**src/rtl/fifo_pkg.sv**
```systemverilog
// Shared sizing constants for the 64x16 FIFO controller and its pointer counters.
// Almost-flag thresholds apply only when FIFO_ALMOST_FLAGS_EN is defined.
package fifo_pkg;
    localparam int FIFO_WIDTH    = 16;
    localparam int FIFO_DEPTH    = 64;
    localparam int FIFO_ADDR_W   = 6;
    localparam int FIFO_CNT_W    = FIFO_ADDR_W + 1;
    localparam int FIFO_AF_LEVEL = 60;
    localparam int FIFO_AE_LEVEL = 4;
endpackage

```
**src/rtl/fifo_ptr.sv**
```systemverilog
// Wrapping ADDR_W-bit pointer; advances one entry per enabled cycle.
// Latency: new value visible the cycle after i_inc; no backpressure, caller gates i_inc.
// Wrap from DEPTH-1 to 0 comes from natural binary overflow.
module fifo_ptr
    import fifo_pkg::*;
#(
    parameter int ADDR_W = FIFO_ADDR_W
) (
    input  logic              clk,
    input  logic              reset,
    input  logic              i_inc,
    output logic [ADDR_W-1:0] o_ptr
);

    logic [ADDR_W-1:0] r_ptr;

    always_ff @(posedge clk) begin
        if (reset) begin
            r_ptr <= '0;
        end else if (i_inc) begin
            r_ptr <= r_ptr + ADDR_W'(1);
        end
    end

    assign o_ptr = r_ptr;

endmodule

```
**src/rtl/fifo_ctrl_64x16.sv**
```systemverilog
// FIFO controller driving a 64x16 RAM: push/pop to RAM enables/addresses plus occupancy flags.
// Latency: RAM drive is combinational; status and rd_valid are registered one edge later.
// Backpressure: push rejected while full (overflow), pop rejected while empty (underflow);
// FIFO_ALMOST_FLAGS_EN adds almost_full/almost_empty.
module fifo_ctrl_64x16
    import fifo_pkg::*;
#(
    parameter int WIDTH  = FIFO_WIDTH,
    parameter int DEPTH  = FIFO_DEPTH,
    parameter int ADDR_W = FIFO_ADDR_W
`ifdef FIFO_ALMOST_FLAGS_EN
    ,
    parameter int AF_LEVEL = FIFO_AF_LEVEL,
    parameter int AE_LEVEL = FIFO_AE_LEVEL
`endif
) (
    input  logic              clk,
    input  logic              reset,
    input  logic              push,
    input  logic [WIDTH-1:0]  din,
    input  logic              pop,
    output logic              wr_enable,
    output logic [ADDR_W-1:0] wr_adress,
    output logic [WIDTH-1:0]  data_in,
    output logic              rd_enable,
    output logic [ADDR_W-1:0] rd_adress,
    output logic              rd_valid,
    output logic              full,
    output logic              empty,
    output logic [ADDR_W:0]   count,
    output logic              overflow,
    output logic              underflow
`ifdef FIFO_ALMOST_FLAGS_EN
    ,
    output logic              almost_full,
    output logic              almost_empty
`endif
);

    localparam int CNT_W = ADDR_W + 1;

    logic             w_push_ok;
    logic             w_pop_ok;
    logic [CNT_W-1:0] w_cnt_nxt;
    logic [CNT_W-1:0] r_count;
    logic             r_full;
    logic             r_empty;
    logic             r_rd_valid;
    logic             r_overflow;
    logic             r_underflow;

    // Accept decisions use registered flags; reset masks both RAM enables.
    assign w_push_ok = push & ~r_full  & ~reset;
    assign w_pop_ok  = pop  & ~r_empty & ~reset;

    always_comb begin
        w_cnt_nxt = r_count;
        case ({w_push_ok, w_pop_ok})
            2'b10:   w_cnt_nxt = r_count + CNT_W'(1);
            2'b01:   w_cnt_nxt = r_count - CNT_W'(1);
            default: w_cnt_nxt = r_count;
        endcase
    end

    fifo_ptr #(.ADDR_W(ADDR_W)) u_wr_ptr (
        .clk   (clk),
        .reset (reset),
        .i_inc (w_push_ok),
        .o_ptr (wr_adress)
    );

    fifo_ptr #(.ADDR_W(ADDR_W)) u_rd_ptr (
        .clk   (clk),
        .reset (reset),
        .i_inc (w_pop_ok),
        .o_ptr (rd_adress)
    );

    always_ff @(posedge clk) begin
        if (reset) begin
            r_count     <= '0;
            r_full      <= 1'b0;
            r_empty     <= 1'b1;
            r_rd_valid  <= 1'b0;
            r_overflow  <= 1'b0;
            r_underflow <= 1'b0;
        end else begin
            r_count     <= w_cnt_nxt;
            r_full      <= (w_cnt_nxt == CNT_W'(DEPTH));
            r_empty     <= (w_cnt_nxt == '0);
            r_rd_valid  <= w_pop_ok;
            r_overflow  <= push & r_full;
            r_underflow <= pop & r_empty;
        end
    end

`ifdef FIFO_ALMOST_FLAGS_EN
    logic r_almost_full;
    logic r_almost_empty;

    always_ff @(posedge clk) begin
        if (reset) begin
            r_almost_full  <= 1'b0;
            r_almost_empty <= 1'b1;
        end else begin
            r_almost_full  <= (w_cnt_nxt >= CNT_W'(AF_LEVEL));
            r_almost_empty <= (w_cnt_nxt <= CNT_W'(AE_LEVEL));
        end
    end

    assign almost_full  = r_almost_full;
    assign almost_empty = r_almost_empty;
`endif

    assign wr_enable = w_push_ok;
    assign rd_enable = w_pop_ok;
    assign data_in   = din;
    assign rd_valid  = r_rd_valid;
    assign full      = r_full;
    assign empty     = r_empty;
    assign count     = r_count;
    assign overflow  = r_overflow;
    assign underflow = r_underflow;

endmodule

```
**config.mk**
```make
export PLATFORM = sky130hd
export DESIGN_NAME = fifo_ctrl_64x16
export DESIGN_NICKNAME = d
export VERILOG_FILES = /design/src/rtl/fifo_pkg.sv /design/src/rtl/fifo_ptr.sv /design/src/rtl/fifo_ctrl_64x16.sv
export SDC_FILE = /design/constraint.sdc
export NUM_CORES = 1
export LEC_CHECK = 0
export CAP_MARGIN = 20
export CELL_PAD_IN_SITES_DETAIL_PLACEMENT = 1
export CELL_PAD_IN_SITES_GLOBAL_PLACEMENT = 2
export CORE_MARGIN = 1.5
export CORE_UTILIZATION = 23
export CTS_CLUSTER_DIAMETER = 50
export DETAILED_ROUTE_END_ITERATION = 8
export HOLD_SLACK_MARGIN = 0.15
export PLACE_DENSITY = 0.87
export SYNTH_ARGS = -nofsm -noshare
export SYNTH_HDL_FRONTEND = slang
export SYNTH_HIERARCHICAL = 1
export SYNTH_SLANG_ARGS = --single-unit
```
**constraint.sdc**
```tcl
create_clock -name clk -period 4.15 [get_ports clk]
set_clock_uncertainty 0.1 [all_clocks]
set_input_delay 0.415 -clock clk [delete_from_list [all_inputs] [get_ports clk]]
set_output_delay 0.415 -clock clk [all_outputs]
set_load 0.02 [all_outputs]
```
# --- After elaboration in Yosys (flattened, before gate mapping) ---
# Index checks and enable logic that the tools add are counted.
# Widths: inputs -> output; s select.
word_totals:
  register_bits: 24
  in_bits: 20
classes:
  n_addsub: 4
  n_eq_ne: 3
  muxes: 1
  bitwise_logic: 9
  n_reduce_logical: 1
op_table:
  columns: ["op", "n"]
  rows:
  - ["$pmux 7 s2", 1]
  - ["$add 6x1->6 const B", 2]
  - ["$add 7x1->7 const B", 1]
  - ["$eq 7x7->1 const B", 1]
  - ["$logic_not 7->1", 1]
  - ["$sub 7x1->7 const B", 1]
  - ["$and 1x1->1", 6]
  - ["$not 1->1", 3]
  - ["$eq 2x1->1 const B", 1]
  - ["$eq 2x2->1 const B", 1]

# --- Longest topological paths before layout ---
logic_depth:
  depth_word: 6
  ltp_mapped: 10
  depth_no_buf: 9

# --- Cells and area by module ---
# The synthesis kept the hierarchy.
modules_own_cells:
  columns: ["module", "n_inst", "cells_each", "area_per_inst_um2"]
  rows:
  - ["fifo_ctrl_64x16", 1, 97, 865.8]
  - ["fifo_ptr", 2, 24, 239.0]

# --- Least setup slack after synthesis ---
# No wires, ideal clock.
synth_timing:
  path_type: "input-to-reg"
  startpoint: "input reset"
  endpoint: "register r_full, in the netlist full"
  setup_ps: 88
  arrival_time_ps: 3516
  t_required_ps: 3962
  path_slack_ps: 446
  stages: 9
  path_buffers: 1
  cell_sequence: "buf_6 -> nor3b_1 -> ha_1 -> ha_1 -> a21oi_2 -> a21oi_1 -> or4_4 -> and3b_1 -> nor4_2"
synth_via:
  elab_chain_cells: 5
  elab_cells_between_ends: 7
  cone_classes: "3 x eq/ne; 1 x mux; 3 x bitwise"
synth_rtl:
  columns: ["element", "line", "source"]
  rows:
  - ["start: declaration", "fifo_ctrl_64x16.sv:18", "input logic reset,"]
  - ["$not 1->1 *", "fifo_ctrl_64x16.sv:54", "assign w_pop_ok = pop & ~r_empty & ~reset;"]
  - ["$and 1x1->1 *", "fifo_ctrl_64x16.sv:54", null]
  - ["named net rd_enable", "fifo_ctrl_64x16.sv:25", "output logic rd_enable,"]
  - ["$eq 2x1->1 or $eq 2x2->1 (tied branches)", "fifo_ctrl_64x16.sv:58", "case ({w_push_ok, w_pop_ok})"]
  - ["$pmux 7 s2 *", "fifo_ctrl_64x16.sv:58", null]
  - ["$eq 7x7->1 *", "fifo_ctrl_64x16.sv:89", "r_full <= (w_cnt_nxt == CNT_W'(DEPTH));"]
  - ["end signal: assignment", "fifo_ctrl_64x16.sv:89", null]
  - ["end: declaration", "fifo_ctrl_64x16.sv:46", "logic r_full;"]
# The timed path passes the listed nets; every way through them passes the cells marked *.
# A chain may end at the register's enable or synchronous reset.

# --- Worst setup path after layout ---
layout_timing:
  startpoint: "input reset"
  endpoint: "register r_full, in the netlist full"
layout_via:
  elab_chain_cells: 5
  elab_cells_between_ends: 7
  cone_classes: "3 x eq/ne; 1 x mux; 3 x bitwise"
layout_rtl:
  columns: ["element", "line"]
  rows:
  - ["$not 1->1", "fifo_ctrl_64x16.sv:53, fifo_ctrl_64x16.sv:54"]
  - ["$and 1x1->1 (on tied branches)", "fifo_ctrl_64x16.sv:54, fifo_ctrl_64x16.sv:53"]
  - ["$eq 2x1->1 or $eq 2x2->1 (tied branches)", "fifo_ctrl_64x16.sv:58"]
  - ["$pmux 7 s2", "fifo_ctrl_64x16.sv:58"]
  - ["$eq 7x7->1", "fifo_ctrl_64x16.sv:89"]
# Several ways; a longest one is shown, not always the timed one.

==> impl_metrics.tcl <==
set metrics [dict create \
    finalMaxSlewViolations 0 \
    max_slew.worst_pin.slew_ns 0.490 \
    synth_top_cell_by_area "dfxtp_1" \
    cts_resized 0 \
    synthFlopType "dfxtp_1" \
    synth.area.top_cells "dfxtp_1 (36%), buf_4 (9.5%), ha_1 (7.4%)" \
    cts_setup_buffers 0 \
    cp_max_fo 10 \
    core_region_area_um2 5570 \
    hp-start "u_rd_ptr/o_ptr[5]$_SDFFE_PP0P_" \
    die_h_um 79.4 \
    power_density_nw_per_um2 334 \
    utilization_pct 29.9 \
    ys_ff_latch 24 \
    grt_usage_pct 9.40 \
    drt_iter0_drc 22 \
    ir_drop_v 0.000187 \
    wl_per_cell_um 12.4 \
    grt_max_degree 19 \
    synthTopCellsByCount "dfxtp_1 (24), buf_4 (17), nor2_1 (17)" \
    synth-seq-area-share_pct 35.8 \
    finalHoldViolCount 0 \
    clock_latency_ns 0.26 \
    crit_type "in -> reg" \
    synth.cell_area_um2 1340 \
    holdPathStages 2 \
    n_fill_cell 670 \
    via_count 1070 \
    ys_types 38 \
    r2r_setup_slack_ns 1.27 \
    worst_ep_arrival_time_ns 3.32 \
    rows 27 \
    clk_pin_slew_ns 0.09 \
    drt_drc_violations_left 0 \
    antenna_found_initial 0 \
    dp.cells 230 \
    yosys.area.top_type_share_pct 35.8 \
    start_util_pct 24.1 \
    area_growth_pct 24.1 \
    end_kind "flip-flop" \
    max-clock-path-buffers 2 \
    finalPower_uw 556 \
    period_share_pct 77.9 \
    syn-num-nets 174 \
    r2r_end "full$_SDFF_PP0_" \
    async_flop_share_pct 0 \
    hold_class "reg -> reg" \
    hold_end "u_rd_ptr/o_ptr[5]$_SDFFE_PP0P_" \
    drive_gt1_share_pct 8.64 \
    hpwlAfterDp_um 2260 \
    max-slew-margin-rel_pct 67.1 \
    start_kind "primary input" \
    reg2reg_from "empty$_SDFF_PP1_" \
    min_period_ns 3.23 \
    grt_overflow 0 \
    clkSinkCount 24 \
    antenna_cells 0 \
    cts_made_buffers 3 \
    reg2regPathDepth 8 \
    grt_pass1_vias 1037 \
    gp_congestion 0.741 \
    leakage_uw 0.000679 \
    fmax_ghz 0.309 \
    vias_per_cell 4.57 \
    grt_first_pass_wirelength_um 4840 \
    synth_most_common_cell "dfxtp_1" \
    ant_nets 0 \
    die-area_um2 6310 \
    timing.max_cap.violations 0 \
    place_area_um2 1600 \
    setup_viol 0 \
    layout.cells.non_filler 234 \
    ctsHoldBuffers 0 \
    drt-pass1-iter-count 2 \
    synth_area_per_cell_um2 9.27 \
    pin_count 62 \
    cts_max_level 1 \
    io_buffers 29 \
    dieWidth_um 79.4 \
    num-nets-final 192 \
    fin_area_um2 1670 \
    required_ns 4.24 \
    wl_um 2910 \
    synth_edf_count 0 \
    yosysWarnings 6 \
    cts_root_buf "clkbuf_8" \
    status "completed" \
    rsz0062_at_grt "false" \
    synth_cells 145 \
    fin_tns_setup_ns 0 \
    cts_tree "built" \
]
-- per-layer routing --
metal	track usage, %	vias up	share of wire, %
met5	0	-	0
met4	3.33	0	0.82
met3	1.60	6	6.1
met2	15.3	26	45
met1	12.5	514	48
li1	-	524	-
-- cells by family after synthesis --
logic type	synth area share, %
multiplexers	2.98
buffers and inverters	12.0
flip-flops	35.8
adder cells (fa/ha/maj)	8.94
AO/OA/AOI/OAI	12.4
XOR/XNOR	7.17
AND/OR/NAND/NOR	20.8
-- critical path, cell delays in order --
cell and delay, ns:
clkdlybuf4s50_1 0.50, nor3b_1 0.32, ha_1 0.46, ha_1 0.36, a21oi_2 0.22, a21oi_1 0.11
or4_4 0.52, and3b_1 0.21, nor4_2 0.20
-- layout make-up --
cell class	instances	area, um2	share of cell area (%)
multi-input cells	99	702	42.1
flip-flops and latches	24	480	28.8
repair buffers	32	313	18.8
well taps	72	90.1	5.40
clock buffers	3	41.3	2.48
clock inverters	1	30.0	1.80
inverters	3	11.3	0.675
-- how the worst max path moves through the flow --
stage,slack (ns),endpoint,from
finish,0.92,full$_SDFF_PP0_,reset
global route,0.70,full$_SDFF_PP0_,reset
CTS,0.91,full$_SDFF_PP0_,reset
detailed placement,0.66,full$_SDFF_PP0_,reset
global placement,0.72,full$_SDFF_PP0_,reset
floorplan,0.45,full$_SDFF_PP0_,reset
-- per-stage QoR --
step	worst slack, ns	hold slack, ns
after floorplan	0.446	0.384
after detailed placement	0.658	0.386
final	0.916	0.392
after CTS	0.907	0.400
after global placement	0.721	0.371
after global routing	0.704	0.431
-- registers in the layout (all words and copies together) (netlist names) --
register	count
empty	1
full	1
u_wr_ptr/o_ptr	6
underflow	1
overflow	1
count	7
u_rd_ptr/o_ptr	6
rd_valid	1
-- placed cells by master, fill, tap and decap left out, types with 3 or more instances in the layout --
cell	instances
nor2_1	17
o21ai_0	3
clkbuf_8	3
mux2i_1	4
xnor2_1	3
nand3_1	3
nor3b_1	4
xor2_1	8
buf_4	3
dfxtp_1	24
ha_1	8
a21oi_1	6
clkdlybuf4s50_1	29
nand2_1	11
inv_1	3
-- where the power goes --
part / internal [uW] / total [uW] / leakage (uW) / switching, uW
registers: 240 / 252 / 0.000195 / 12.2
clock network: 129 / 203 / 0.0000357 / 74.3
logic: 47.6 / 101 / 0.000449 / 53.1
total: 417 / 556 / 0.000679 / 140
No activity file was read; power rests on OpenSTA's default activity.
